`src/rtl/matrix_scan_bcm_pkg.sv`:
```
`default_nettype none
// ============================================================================
//  Module   : matrix_scan_bcm_pkg
//  Purpose  : Shared types and helpers for the HUB75 BCM scan engine:
//             FSM state encoding, minimum-one-bit width helper and the
//             pixel-clock phase constants.
//  Ports    : none (package)
//  Revision : 1.0  initial release
// ============================================================================
package matrix_scan_bcm_pkg;

   typedef enum logic [2:0] {
      ST_IDLE  = 3'd0,
      ST_SHIFT = 3'd1,
      ST_BLANK = 3'd2,
      ST_LATCH = 3'd3,
      ST_SHOW  = 3'd4
   } state_t;

   // Each column occupies two cycles: low phase then high phase.
   localparam logic PH_LOW  = 1'b0;
   localparam logic PH_HIGH = 1'b1;

   // Counter width for n states, never narrower than one bit.
   function automatic int width_of(input int n);
      return (n <= 2) ? 1 : $clog2(n);
   endfunction

endpackage
`default_nettype wire

```
`src/rtl/matrix_scan_bcm_if.sv`:
```
`default_nettype none
// ============================================================================
//  Module   : matrix_scan_bcm_if
//  Purpose  : Panel-side bundle of the scan engine. The slave modport is the
//             scan engine, the master modport is its controller/consumer.
//  Signals  : enable (ctrl->engine), column_address, row_address,
//             brightness_mask, clk_pixel, row_latch, output_enable,
//             frame_start (engine->ctrl); dim_level (ctrl->engine) only when
//             MATRIX_DIM_EN is defined.
//  Revision : 1.0  initial release
// ============================================================================
interface matrix_scan_bcm_if #(
   parameter int COLS       = 64,
   parameter int ROWS_SCAN  = 16,
   parameter int COLOR_BITS = 6
);
   localparam int COL_BITS = matrix_scan_bcm_pkg::width_of(COLS);
   localparam int ROW_BITS = matrix_scan_bcm_pkg::width_of(ROWS_SCAN);

   logic                  enable;
   logic [COL_BITS-1:0]   column_address;
   logic [ROW_BITS-1:0]   row_address;
   logic [COLOR_BITS-1:0] brightness_mask;
   logic                  clk_pixel;
   logic                  row_latch;
   logic                  output_enable;
   logic                  frame_start;
`ifdef MATRIX_DIM_EN
   logic [7:0]            dim_level;
`endif

   modport slave (
      input  enable,
`ifdef MATRIX_DIM_EN
      input  dim_level,
`endif
      output column_address, row_address, brightness_mask,
      output clk_pixel, row_latch, output_enable, frame_start
   );

   modport master (
      output enable,
`ifdef MATRIX_DIM_EN
      output dim_level,
`endif
      input  column_address, row_address, brightness_mask,
      input  clk_pixel, row_latch, output_enable, frame_start
   );

endinterface
`default_nettype wire

```
`src/rtl/matrix_scan_bcm_show_timer.sv`:
```
`default_nettype none
// ============================================================================
//  Module   : bcm_show_timer
//  Purpose  : Loadable down-counter timing one SHOW interval, plus a second
//             counter giving the (optionally dimmed) OE-on window at its start.
//  Ports    : clk_in, reset (async active-low), i_load (load in LATCH),
//             i_run (count in SHOW), i_len (SHOW length), i_dim (dim level,
//             8'hFF = full on), o_done (last SHOW cycle), o_oe_win (OE allowed)
//  Revision : 1.0  initial release
// ============================================================================
module bcm_show_timer #(
   parameter int SHOW_W = 3
) (
   input  wire logic              clk_in,
   input  wire logic              reset,
   input  wire logic              i_load,
   input  wire logic              i_run,
   input  wire logic [SHOW_W-1:0] i_len,
   input  wire logic [7:0]        i_dim,
   output logic                   o_done,
   output logic                   o_oe_win
);
   logic [SHOW_W-1:0]   r_cnt;
   logic [SHOW_W-1:0]   r_win;
   logic [SHOW_W+7:0]   w_prod;
   logic [SHOW_W-1:0]   w_win_len;

   // On-window = (len * (dim+1)) >> 8; dim=255 yields the full length.
   assign w_prod    = (SHOW_W+8)'(i_len) * (SHOW_W+8)'({1'b0, i_dim} + 9'd1);
   assign w_win_len = SHOW_W'(w_prod >> 8);

   always_ff @(posedge clk_in or negedge reset) begin
      if (!reset) begin
         r_cnt <= '0;
         r_win <= '0;
      end else if (i_load) begin
         r_cnt <= i_len;
         r_win <= w_win_len;
      end else if (i_run) begin
         if (r_cnt > SHOW_W'(1)) r_cnt <= r_cnt - SHOW_W'(1);
         if (r_win != '0)        r_win <= r_win - SHOW_W'(1);
      end
   end

   assign o_done   = (r_cnt == SHOW_W'(1));
   assign o_oe_win = (r_win != '0);

endmodule
`default_nettype wire

```
`src/rtl/matrix_scan_bcm.sv`:
```
`default_nettype none
// ============================================================================
//  Module   : matrix_scan_bcm
//  Purpose  : HUB75 scan engine walking row x bit-plane x column with
//             binary-coded-modulation on-times (plane b lit LSB_ON_CYCLES<<b).
//  Ports    : clk_in, reset (async active-low), bus (matrix_scan_bcm_if.slave:
//             enable in; column/row address, brightness_mask, clk_pixel,
//             row_latch, output_enable, frame_start out).
//  Config   : MATRIX_DIM_EN adds bus.dim_level global dimming of the OE window.
//  Revision : 1.0  initial release
// ============================================================================
module matrix_scan_bcm
   import matrix_scan_bcm_pkg::*;
#(
   parameter int COLS          = 64,
   parameter int ROWS_SCAN     = 16,
   parameter int COLOR_BITS    = 6,
   parameter int BLANK_CYCLES  = 2,
   parameter int LSB_ON_CYCLES = 1
) (
   input  wire logic         clk_in,
   input  wire logic         reset,
   matrix_scan_bcm_if.slave  bus
);
   localparam int COL_BITS   = width_of(COLS);
   localparam int ROW_BITS   = width_of(ROWS_SCAN);
   localparam int PLANE_BITS = width_of(COLOR_BITS);
   localparam int BLK_W      = width_of(BLANK_CYCLES);
   localparam int SHOW_W     = $clog2((LSB_ON_CYCLES << (COLOR_BITS-1)) + 1);

   state_t                r_state, w_next;
   logic [COL_BITS-1:0]   r_col;
   logic                  r_phase;
   logic [BLK_W-1:0]      r_blank;
   logic [ROW_BITS-1:0]   r_row;
   logic [PLANE_BITS-1:0] r_plane;

   logic                  w_shift_last, w_blank_last, w_show_done, w_oe_win;
   logic [SHOW_W-1:0]     w_show_len;
   logic [7:0]            w_dim;
   logic [COL_BITS-1:0]   w_col;
   logic [ROW_BITS-1:0]   w_row;
   logic [COLOR_BITS-1:0] w_mask;
   logic                  w_clk_pixel, w_latch, w_oe, w_frame_start;

`ifdef MATRIX_DIM_EN
   assign w_dim = bus.dim_level;
`else
   assign w_dim = 8'hFF;
`endif

   assign w_shift_last = (r_phase == PH_HIGH) && (r_col == COL_BITS'(COLS-1));
   assign w_blank_last = (r_blank == BLK_W'(BLANK_CYCLES-1));
   assign w_show_len   = SHOW_W'(LSB_ON_CYCLES << r_plane);

   bcm_show_timer #(.SHOW_W(SHOW_W)) u_timer (
      .clk_in   (clk_in),
      .reset    (reset),
      .i_load   (r_state == ST_LATCH),
      .i_run    (r_state == ST_SHOW),
      .i_len    (w_show_len),
      .i_dim    (w_dim),
      .o_done   (w_show_done),
      .o_oe_win (w_oe_win)
   );

   always_ff @(posedge clk_in or negedge reset) begin
      if (!reset) r_state <= ST_IDLE;
      else        r_state <= w_next;
   end

   // Next state and decoded outputs. Outputs derive from reset registers so
   // OE and latch drop the instant reset asserts.
   always_comb begin
      w_next        = r_state;
      w_col         = '0;
      w_row         = '0;
      w_mask        = '0;
      w_clk_pixel   = 1'b0;
      w_latch       = 1'b0;
      w_oe          = 1'b0;
      w_frame_start = 1'b0;
      if (r_state != ST_IDLE) begin
         w_col  = r_col;
         w_row  = r_row;
         w_mask = COLOR_BITS'(1) << r_plane;
      end
      case (r_state)
         ST_IDLE:  if (bus.enable) w_next = ST_SHIFT;
         ST_SHIFT: begin
            w_clk_pixel   = r_phase;
            w_frame_start = (r_row == '0) && (r_plane == '0) &&
                            (r_col == '0) && (r_phase == PH_LOW);
            if (w_shift_last) w_next = ST_BLANK;
         end
         ST_BLANK: if (w_blank_last) w_next = ST_LATCH;
         ST_LATCH: begin
            w_latch = 1'b1;
            w_next  = ST_SHOW;
         end
         ST_SHOW: begin
            w_oe = w_oe_win;
            // enable only matters here, so a plane is never cut short.
            if (w_show_done) w_next = bus.enable ? ST_SHIFT : ST_IDLE;
         end
         default:  w_next = ST_IDLE;
      endcase
   end

   always_ff @(posedge clk_in or negedge reset) begin
      if (!reset) begin
         r_col   <= '0;
         r_phase <= PH_LOW;
         r_blank <= '0;
         r_row   <= '0;
         r_plane <= '0;
      end else begin
         case (r_state)
            ST_SHIFT: begin
               r_phase <= ~r_phase;
               if (r_phase == PH_HIGH)
                  r_col <= w_shift_last ? '0 : r_col + COL_BITS'(1);
            end
            ST_BLANK: r_blank <= w_blank_last ? '0 : r_blank + BLK_W'(1);
            ST_SHOW: begin
               if (w_show_done) begin
                  if (r_plane == PLANE_BITS'(COLOR_BITS-1)) begin
                     r_plane <= '0;
                     r_row   <= (r_row == ROW_BITS'(ROWS_SCAN-1)) ? '0
                                                                   : r_row + ROW_BITS'(1);
                  end else begin
                     r_plane <= r_plane + PLANE_BITS'(1);
                  end
               end
            end
            default: ;
         endcase
      end
   end

   assign bus.column_address  = w_col;
   assign bus.row_address     = w_row;
   assign bus.brightness_mask = w_mask;
   assign bus.clk_pixel       = w_clk_pixel;
   assign bus.row_latch       = w_latch;
   assign bus.output_enable   = w_oe;
   assign bus.frame_start     = w_frame_start;

endmodule
`default_nettype wire

```
`src/flat_wrapper.sv`:
```
// flat-port wrapper written by rule: the top's interface ports become plain ports
module matrix_scan_bcm_flat import matrix_scan_bcm_pkg::*;
#(
   parameter int COLS          = 64,
   parameter int ROWS_SCAN     = 16,
   parameter int COLOR_BITS    = 6,
   parameter int BLANK_CYCLES  = 2,
   parameter int LSB_ON_CYCLES = 1
)
  (clk_in, reset, bus_enable, bus_column_address, bus_row_address, bus_brightness_mask, bus_clk_pixel, bus_row_latch, bus_output_enable, bus_frame_start);
  matrix_scan_bcm_if #(.COLS(COLS), .ROWS_SCAN(ROWS_SCAN), .COLOR_BITS(COLOR_BITS)) bus_i ();
  input  wire logic clk_in;
  input  wire logic reset;
  input wire logic [$bits(bus_i.enable)-1:0] bus_enable;
  output wire logic [$bits(bus_i.column_address)-1:0] bus_column_address;
  output wire logic [$bits(bus_i.row_address)-1:0] bus_row_address;
  output wire logic [$bits(bus_i.brightness_mask)-1:0] bus_brightness_mask;
  output wire logic [$bits(bus_i.clk_pixel)-1:0] bus_clk_pixel;
  output wire logic [$bits(bus_i.row_latch)-1:0] bus_row_latch;
  output wire logic [$bits(bus_i.output_enable)-1:0] bus_output_enable;
  output wire logic [$bits(bus_i.frame_start)-1:0] bus_frame_start;
  assign bus_i.enable = bus_enable;
  assign bus_column_address = bus_i.column_address;
  assign bus_row_address = bus_i.row_address;
  assign bus_brightness_mask = bus_i.brightness_mask;
  assign bus_clk_pixel = bus_i.clk_pixel;
  assign bus_row_latch = bus_i.row_latch;
  assign bus_output_enable = bus_i.output_enable;
  assign bus_frame_start = bus_i.frame_start;
  matrix_scan_bcm #(.COLS(COLS), .ROWS_SCAN(ROWS_SCAN), .COLOR_BITS(COLOR_BITS), .BLANK_CYCLES(BLANK_CYCLES), .LSB_ON_CYCLES(LSB_ON_CYCLES)) u_core (.clk_in(clk_in), .reset(reset), .bus(bus_i));
endmodule
```
`config.mk`:
```
export PLATFORM = sky130hd
export DESIGN_NAME = matrix_scan_bcm_flat
export DESIGN_NICKNAME = d
export VERILOG_FILES = /design/src/rtl/matrix_scan_bcm_pkg.sv /design/src/rtl/matrix_scan_bcm_if.sv /design/src/rtl/matrix_scan_bcm_show_timer.sv /design/src/rtl/matrix_scan_bcm.sv /design/src/flat_wrapper.sv
export SDC_FILE = /design/constraint.sdc
export NUM_CORES = 1
export LEC_CHECK = 0
export BUFFER_PORTS_ARGS = -buffer_cell sky130_fd_sc_hd__buf_4
export CORE_MARGIN = 10
export CORE_UTILIZATION = 51
export CTS_CLUSTER_DIAMETER = 40
export DETAILED_ROUTE_END_ITERATION = 12
export PLACE_DENSITY = 0.84
export RECOVER_POWER = 50
export SETUP_SLACK_MARGIN = 0.2
export SYNTH_ARGS = -nofsm -noshare
export SYNTH_HDL_FRONTEND = slang
export SYNTH_SLANG_ARGS = --single-unit
```
`constraint.sdc`:
```
create_clock -name clk_in -period 2.6 [get_ports clk_in]
set_clock_uncertainty 0.2 [all_clocks]
set_input_delay 0 -clock clk_in [delete_from_list [all_inputs] [get_ports clk_in]]
set_output_delay 0 -clock clk_in [all_outputs]
set_load 0.005 [all_outputs]
```
## Word level (Yosys, flattened, before mapping)

Cells that the tools add are included.

| word-level totals | value |
|---|---|
| register bits after elaboration | 30 |
| logic and storage cells | 72 |
| output and inout port bits | 20 |
| bits of input ports | 3 |

| operators by class | value |
|---|---|
| shifts and indexed selects | 2 |
| $lt $le $gt $ge | 1 |
| muxes and demuxes | 23 |
| bitwise logic cells | 1 |
| reduce and logical (&&, ||, !) cells | 19 |
| eq/ne operators | 12 |
| add/subtract/negate cells | 6 |

Operators with widths:

| kind | count |
|---|---|
| 2-to-1 mux 6 bit | 9 |
| 2-to-1 mux 3 bit | 5 |
| case mux 3 bit (5 select lines) | 1 |
| left shift 1 x 3 -> 6 bit (first input constant) | 2 |
| subtractor 6 x 1 -> 6 bit (second input constant) | 2 |
| 2-to-1 mux 4 bit | 2 |
| AND reduction 2 bit | 4 |
| adder 6 x 1 -> 6 bit (second input constant) | 1 |
| == test 3 x 2 -> 1 bit (second input constant) | 2 |
| == test 3 bit (second input constant) | 2 |
| == test 6 x 1 -> 1 bit (second input constant) | 1 |
| == test 6 bit (second input constant) | 1 |
| greater-than comparator 6 x 1 -> 1 bit (second input constant) | 1 |
| zero test 3 bit | 2 |
| zero test 6 bit | 1 |
| 2-to-1 mux 1 bit | 6 |
| inequality test 2 x 1 -> 1 bit (second input constant) | 3 |
| nonzero test 2 bit | 3 |
| nonzero test 6 bit | 1 |
| adder 4 x 1 -> 4 bit (second input constant) | 1 |
| == test 4 bit (second input constant) | 1 |
| logical AND 1 bit | 4 |
| zero test 4 bit | 1 |
| AND reduction 4 bit | 1 |
| 7 further kinds | 7 |

## Longest topological paths before layout

Gate-level depths: netlist of run 1.

| logic depth | value |
|---|---|
| depth in word-level cells | 5 |
| mapped depth | 6 |
| mapped depth without buffers | 6 |

## Cells and area by module

Synthesis of run 1 repeated with hierarchy kept, for this count alone.

| unflattened totals | value |
|---|---|
| cells, all modules | 390 |
| area total of the unflattened synthesis | 3483.3 µm² |

Modules (own cells, without submodules):

| module | cells an instance | sequential area each (µm²) | times used | area each (µm²) |
|---|---|---|---|---|
| bcm_show_timer | 265 | 300.3 | 1 | 2327.2 |
| matrix_scan_bcm | 125 | 450.4 | 1 | 1156.1 |

## Least setup slack after synthesis of run 1

OpenSTA, ideal clock, no wires.

| timing path | value |
|---|---|
| path type | flip-flop to flip-flop |
| start | register u_core.r_state[0] |
| end | register u_core.r_plane[1] |
| path slack | 0.633 ns |
| period minus slack after synthesis | 1.967 ns |
| data required time | 2.275 ns |
| buffers on the path | 1 |
| arrival | 1.642 ns |
| cell stages (with the launch flop) | 6 |
| setup time | 0.125 ns |
| cells stage by stage | dfrtp_1 > clkbuf_1 > nor3b_2 > nand3_1 > nor2_1 > mux2_2 |

| between the ends | value |
|---|---|
| cells in the longest elaborated chain, start to end | 2 |

Ends and longest elaborated chain:

| element | line | RTL |
|---|---|---|
| start: declaration | matrix_scan_bcm.sv:31 | `state_t r_state, w_next;` |
| start signal: assignment | matrix_scan_bcm.sv:69 | `else r_state <= w_next;` |
| == test 3 bit | matrix_scan_bcm.sv:118 | `case (r_state)` |
| AND reduction 2 bit (no source line) | - |  |
| end signal: assignment | matrix_scan_bcm.sv:132 | `r_plane <= r_plane + PLANE_BITS'(1);` |
| end: declaration | matrix_scan_bcm.sv:36 | `logic [PLANE_BITS-1:0] r_plane;` |

Every way passes these cells.
A chain may end at the register's enable or synchronous reset.

==> results of run 1 <==
==> registers in the layout (all words and copies together), names as in the netlist <==
signal,flops
u_core.r_row,4
u_core.r_state,3
u_core.u_timer.r_win,6
u_core.r_col,6
u_core.r_plane,3
u_core.u_timer.r_cnt,6
u_core.r_blank,1
u_core.r_phase,1
==> cell usage after synthesis, drive strengths merged (2+ instances only) <==
library cell,n
mux2i,3
o41ai,2
or3,2
nand2,14
or3b,2
ha,9
nor2b,10
nor2,16
nand4,7
a31oi,4
nand3,4
a21oi,16
nor3b,4
mux2,4
o31ai,5
or4,2
clkbuf,8
nand3b,3
inv,12
xnor2,6
nor3,5
nor4,5
o21ai,8
dfrtp,30
nor4b,2
==> metrics by stage <==
stage                     power, W  setup WS, ns
final                      0.00117         0.425
after global routing       0.00125         0.172
after CTS                  0.00119         0.442
after detailed placement  0.000894         0.457
after global placement    0.000888         0.516
after floorplan           0.000761         0.633
==> final cells by class <==
class,instances,area (um2)
Clock inverter,1,5.00
Fill cell,316,1270
Clock buffer,7,55.1
Multi-Input combinational cell,145,951
Tap cell,46,57.6
Timing Repair Buffer,29,226
Sequential cell,30,751
Inverter,13,48.8
==> worst reg2reg max path, delay by kind of cell, from the launching register on <==
family / cells / cell delay (ns)
compound gates: 1 / 0.13
flops: 1 / 0.50
simple gates: 3 / 1.26
==> logic make-up after synthesis <==
group,synth area share
buffers and inverters,0.0483
xor gates and xnor gates,0.0343
DFF,0.420
AOI/OAI and AO/OA,0.134
and+or+nand+nor,0.258
adders and majority gates,0.0630
muxes,0.0420
==> power groups by stage <==
stage,clock (W),sequential [W],combinational [W]
5_1_grt,0.000315,0.000614,0.000321
3_3_place_gp,0,0.000605,0.000283
4_1_cts,0.000296,0.000598,0.000295
6_report,0.000288,0.000598,0.000287
3_5_place_dp,0,0.000607,0.000287
2_1_floorplan,0,0.000576,0.000185
==> path summary, 6_finish.rpt <==
| check | slack, ns | cells after the start | end | from |
|---|---|---|---|---|
| min reg2reg | 0.30 | 1 | u_core.r_blank | u_core.r_blank |
| min in group asynchronous | 1.01 | 4 | u_core.r_plane[1] | reset |
| max in group clk_in | 0.44 | 4 | u_core.u_timer.r_cnt[3] | u_core.r_state[1] |
| min | 0.30 | 1 | u_core.r_blank | u_core.r_blank |
| max | 0.43 | 4 | u_core.r_col[4] | reset |
| max reg2reg | 0.44 | 4 | u_core.u_timer.r_cnt[3] | u_core.r_state[1] |
==> routing by layer <==
metal	global-route usage	part of all wire	vias to the layer above
met5	0	0	-
met4	0.0484	0.013	0
met2	0.200	0.46	58
met1	0.168	0.46	710
li1	-	-	761
met3	0.0349	0.065	8
==> summary.txt, run 1 <==
CTS
  – Clk sinks: 30
  – CTS max path bufs: 2
  – CTS buffer count: 5
  – H-tree Lvls: 2
  – Clock Pin Slew Worst Setup and Hold Paths: around 0.09 ns
  – Setup bufs post-CTS: 0
  – Worst-Skew Late Latency: about 0.33 ns
  – Cts repair resizes: 0
  – CTS tree: done
  – Root Buffer: clkbuf_4
  – Hold_buf cts: 4

STA
  – Worst slew margin: 0.144
  – Max-slew violation count: 0
  – Period utilization: 0.836
  – Setup TNS: 0 ns
  – Fin crit period: 2.17 ns
  – Worst hold margin: approximately 0.30 ns
  – Unrepaired setup endpoints after global routing: no
  – Worst slew pin tran: 1.28 ns
  – Final hold violation count: 0
  – Setup violations, final: 0
  – Fmax: 460 MHz

Pwr
  – Comb power frac: 0.244
  – Clock network fraction of total power: 0.246
  – Maximum vdd ir drop: 0.000456 V
  – Sw Share: 0.312
  – Sequential power share: 0.510
  – P_int: just over 0.0008 W
  – Static leakage: 0.945 nW
  – Sw Pwr: 0.000366 W
  – Pwr Density: 560 nW/um2

Setup path
  – Crit-path cells: dlygate4sd3_1 -> dlygate4sd3_1 -> clkbuf_4 -> dlymetal6s2s_1
  – Critical path endpoint category: asynchronous set/reset pin
  – CP Class: in2async
  – Crit path max-delay family: buffers and inverters
  – Critical path's most frequent cell: dlygate4sd3_1
  – WP buf/inv: 4
  – CP arrival: 2.21 ns
  – CP max FO: 30
  – Setup crit start kind: primary input
  – Max stage delay cell, worst path: dlymetal6s2s_1
  – Crit path required time: 2.64 ns
  – Max stage delay on crit path: 0.95 ns

Final layout
  – Share of cells above drive strength 1: 0.169
  – Most frequent cells in the layout: dfrtp_1 (30), buf_4 (22), nor2_1 (16), a21oi_1 (16), nand2_1 (14)
  – Design area: about 2100 um2
  – # nets final: ~240
  – Number of diodes: 0
  – Final non-filler cell total: 271
  – Final core utilization: 0.623
  – Commonest non-fill, non-tap cell in the layout: dfrtp_1
  – Area Overhead vs Synth: 17.1%

Synth
  – Yosys top cell area share: 0.420
  – Synth cell types: between 40 and 50
  – Synth Instances: ~200
  – Post-synth top area cell: dfrtp_1
  – Post-Syn Nets: 209
  – Mapped Area: 1790 um2
  – FF+latch count, synth: 30
  – YS warnings: 0
  – Async set or reset register ratio after synthesis: 1.00
  – Ranking of synthesized cells by area: dfrtp_1 (42%), ha_1 (6.3%), a21oi_1 (4.5%)
  – Primary FF master, synth: dfrtp_1
  – Mean post-synth cell area: 9.08 um2
  – EDFF count, synth: 0
  – Sequential-to-total area share from yosys stat: 0.420

Floorplanning
  – Die X: a little under 80 um
  – # rows: 21
  – Core area: roughly 3400 um2
  – IO Count: 23
  – Initial Util: 0.532
  – Die area: ~6300 um2
  – Die span in y: about 79 um

Detailed routing
  – DR pass1 iterations: 4
  – Initial drt markers: ~80
  – Routed len/inst: approximately 14 um
  – Via count: 1537
  – DRT Wirelength: 3900 um
  – Via density: 5.67
  – Antenna Nets Post-Route: 0
  – DRC: 0

Placement
  – Final RePlAce weighted congestion: 0.967
  – PortBufs: 22
  – DP Cell Count: 259
  – DP Area: 2000 um2
  – DP HPWL: 2880 um

Global routing
  – First-pass GRT wire length: 6670 um
  – Initial antenna violation count: 0
  – Total track usage: 0.129
  – GRT overflow: 0
  – Number of global-route vias before repair: 1425
  – Largest net degree at the start of global routing: 31

Worst hold path
  – Hold WC Path Type: reg2reg

Outcome
  – Status: completed

Flow run
  – Maxcap violations: 0
No activity file was read; power rests on OpenSTA's default activity.
==> inputs of run 2 (changes only) <==
Settings changed: ABC_AREA set to 1, PLACE_DENSITY 0.84 to 0.86.
Clock period 2.6 ns to 1.85 ns, I/O delays scaled along.
==> summary.txt, run 2 <==
Worst hold path
  – Hold path start: u_core.r_blank
  – Worst Hold Depth: 2
  – WHS Endpoint: u_core.r_blank
  – Hold WC Path Type: reg2reg

STA
  – Fmax: approximately 560 MHz
  – Max-slew violation count: 0
  – Unrepaired setup endpoints after global routing: yes
  – Period utilization: 0.960
  – Final hold violation count: 0
  – Setup TNS: 0 ns
  – Final WS setup: around 0.074 ns
  – Worst slew margin: 0.500
  – Fin crit period: 1.78 ns
  – Setup violations, final: 0
  – Worst slew pin tran: 0.751 ns

Setup path
  – Critical path endpoint category: flop
  – Reg-to-reg endpoint: u_core.r_plane[1]
  – Max stage delay cell, worst path: dfrtp_1
  – Reg2reg setup slack: 0.07 ns
  – Crit-path cells: inv_4 -> buf_6 -> nor3_4 -> buf_4 -> nand3_4 -> o21ai_2 -> o21ai_0
  – Setup crit start kind: flop
  – CP max FO: 5
  – CP arrival: 1.71 ns
  – Crit Reg-Reg Startpoint: u_core.r_state[2]
  – R2r worst-path depth: 7
  – CP Class: reg2reg
  – Crit path required time: approximately 1.8 ns
  – Max stage delay on crit path: roughly 0.47 ns

Synth
  – Yosys top cell area share: 0.386
  – Async set or reset register ratio after synthesis: 1.00
  – EDFF count, synth: 0
  – Synth Instances: 261
  – Synth cell types: 30
  – YS warnings: 0
  – Primary FF master, synth: dfrtp_1
  – FF+latch count, synth: 30
  – Post-synth top area cell: dfrtp_1
  – Sequential-to-total area share from yosys stat: 0.386
  – Post-Syn Nets: 273
  – Mean post-synth cell area: roughly 7.4 um2
  – Commonest cells in the netlist: nand2_1 (62), inv_1 (37), dfrtp_1 (30)
  – Count leader, synth: nand2_1
  – Mapped Area: 1940 um2
  – Ranking of synthesized cells by area: dfrtp_1 (39%), nand2_1 (12%), inv_1 (7.1%)

CTS
  – H-tree Lvls: 2
  – CTS buffer count: 5
  – Clk sinks: 30
  – Clock Pin Slew Worst Setup and Hold Paths: 0.07 ns
  – CTS tree: done
  – Root Buffer: clkbuf_8
  – Worst-Skew Late Latency: 0.29 ns
  – CTS max path bufs: 2

Detailed routing
  – DRC: 0
  – Antenna Nets Post-Route: 0
  – Routed len/inst: 15.1 um
  – Via count: 2024
  – Via density: 5.59
  – DR pass1 iterations: 5
  – DRT Wirelength: about 5500 um
  – Initial drt markers: 163

Pwr
  – Maximum vdd ir drop: roughly 0.00087 V
  – Static leakage: 1.28 nW
  – Pwr Density: 1620 nW/um2
  – Final Power: 0.00424 W

Floorplanning
  – # rows: 22
  – Die span in y: 81.7 um
  – IO Count: 23
  – Core area: 3660 um2
  – Die area: about 6700 um2
  – Die X: 81.7 um
  – Initial Util: 0.531

Final layout
  – # nets final: approximately 330
  – Share of cells above drive strength 1: 0.306
  – Registers with the most flip-flops: u_core.r_col x6, u_core.u_timer.r_cnt x6, u_core.u_timer.r_win x6
  – Most frequent cells in the layout: nand2_1 (60), buf_4 (34), inv_1 (29)
  – Number of diodes: 0
  – Design area: 2620 um2
  – Commonest non-fill, non-tap cell in the layout: nand2_1
  – Area Overhead vs Synth: 34.6%

Placement
  – PortBufs: 22
  – DP HPWL: 3330 um
  – Final RePlAce weighted congestion: between 0.9 and 1
  – DP Worst Slack: about 0.18 ns
  – DP Area: 2170 um2

Flow run
  – Maxcap violations: 0

Global routing
  – Initial antenna violation count: 0
  – First-pass GRT wire length: 7730 um
  – Largest net degree at the start of global routing: 31
  – Total track usage: 0.148
  – Number of global-route vias before repair: 1670
  – GRT overflow: 0

Outcome
  – Status: completed
==> run 2: final cells by class <==
class	instances	area [um2]
clock buffer	6	82.6
clock inverter	2	12.5
fill	244	1040
inverter	39	154
multi-input combinational	189	1150
sequential	30	757
tap	48	60.1
timing repair buffer	48	403
==> run 2: worst max-delay path by stage <==
| stage | start | to | depth (start not counted) |
|---|---|---|---|
| 4_1_cts | u_core.r_state[2] | bus_frame_start | 6 |
| 2_1_floorplan | u_core.u_timer.r_cnt[1] | u_core.u_timer.r_cnt[0] | 9 |
| 3_3_place_gp | u_core.u_timer.r_cnt[1] | u_core.u_timer.r_cnt[0] | 9 |
| 3_5_place_dp | u_core.u_timer.r_cnt[1] | u_core.u_timer.r_cnt[0] | 9 |
| 6_report | u_core.r_state[2] | u_core.r_plane[1] | 7 |
| 5_1_grt | u_core.r_state[2] | u_core.r_plane[1] | 7 |
==> run 2: stage by stage <==
stage | utilization | hold WS (ns) | instances
3_5_place_dp | 0.594 | -0.252 | 330
4_1_cts | 0.635 | 0.295 | 342
5_1_grt | 0.715 | 0.316 | 362
3_3_place_gp | 0.594 | -0.248 | 330
6_report | 0.715 | 0.285 | 362
2_1_floorplan | - | -0.496 | 261
==> run 2: cells by family after synthesis <==
logic type	count (synthesis)	synth area share
adder cells (fa/ha/maj)	9	0.0579
buffers and inverters	43	0.0849
AO/OA/AOI/OAI	28	0.0766
flip-flops	30	0.386
XOR/XNOR	8	0.0360
AND/OR/NAND/NOR	143	0.358
==> run 2: what timing repair did <==
action / in CTS / in global routing
endpoints found under the hold margin: 32 / 0
pin swaps: 1 / 11
resized for setup: 6 / 55
setup endpoints to repair: 12 / 37
buffers inserted: 1 / 18
hold buffers: 3 / 0
gates cloned: 0 / 2
==> run 2: report_power, final <==
part / internal (W) / total, W / switching (W)
logic: 0.00103 / 0.00245 / 0.00142
registers: 0.000907 / 0.00122 / 0.000316
clock network: 0.000298 / 0.000566 / 0.000268
total: 0.00223 / 0.00424 / 0.00200
==> run 2: worst max-delay path: cells and delay by family, from the launching register on <==
family	cells	cell delay, ns
AO/OA/AOI/OAI	2	0.29
buffers and inverters	3	0.40
flip-flops	1	0.47
AND/OR/NAND/NOR	2	0.25
==> run 2: layer usage <==
layer	global-route usage	up-vias	share of wire	routed length [um]
met4	0.0816	0	0.035	189
met1	0.173	949	0.41	2240
met5	0	-	0	0
met2	0.248	103	0.50	2740
li1	-	953	-	-
met3	0.0317	19	0.057	312
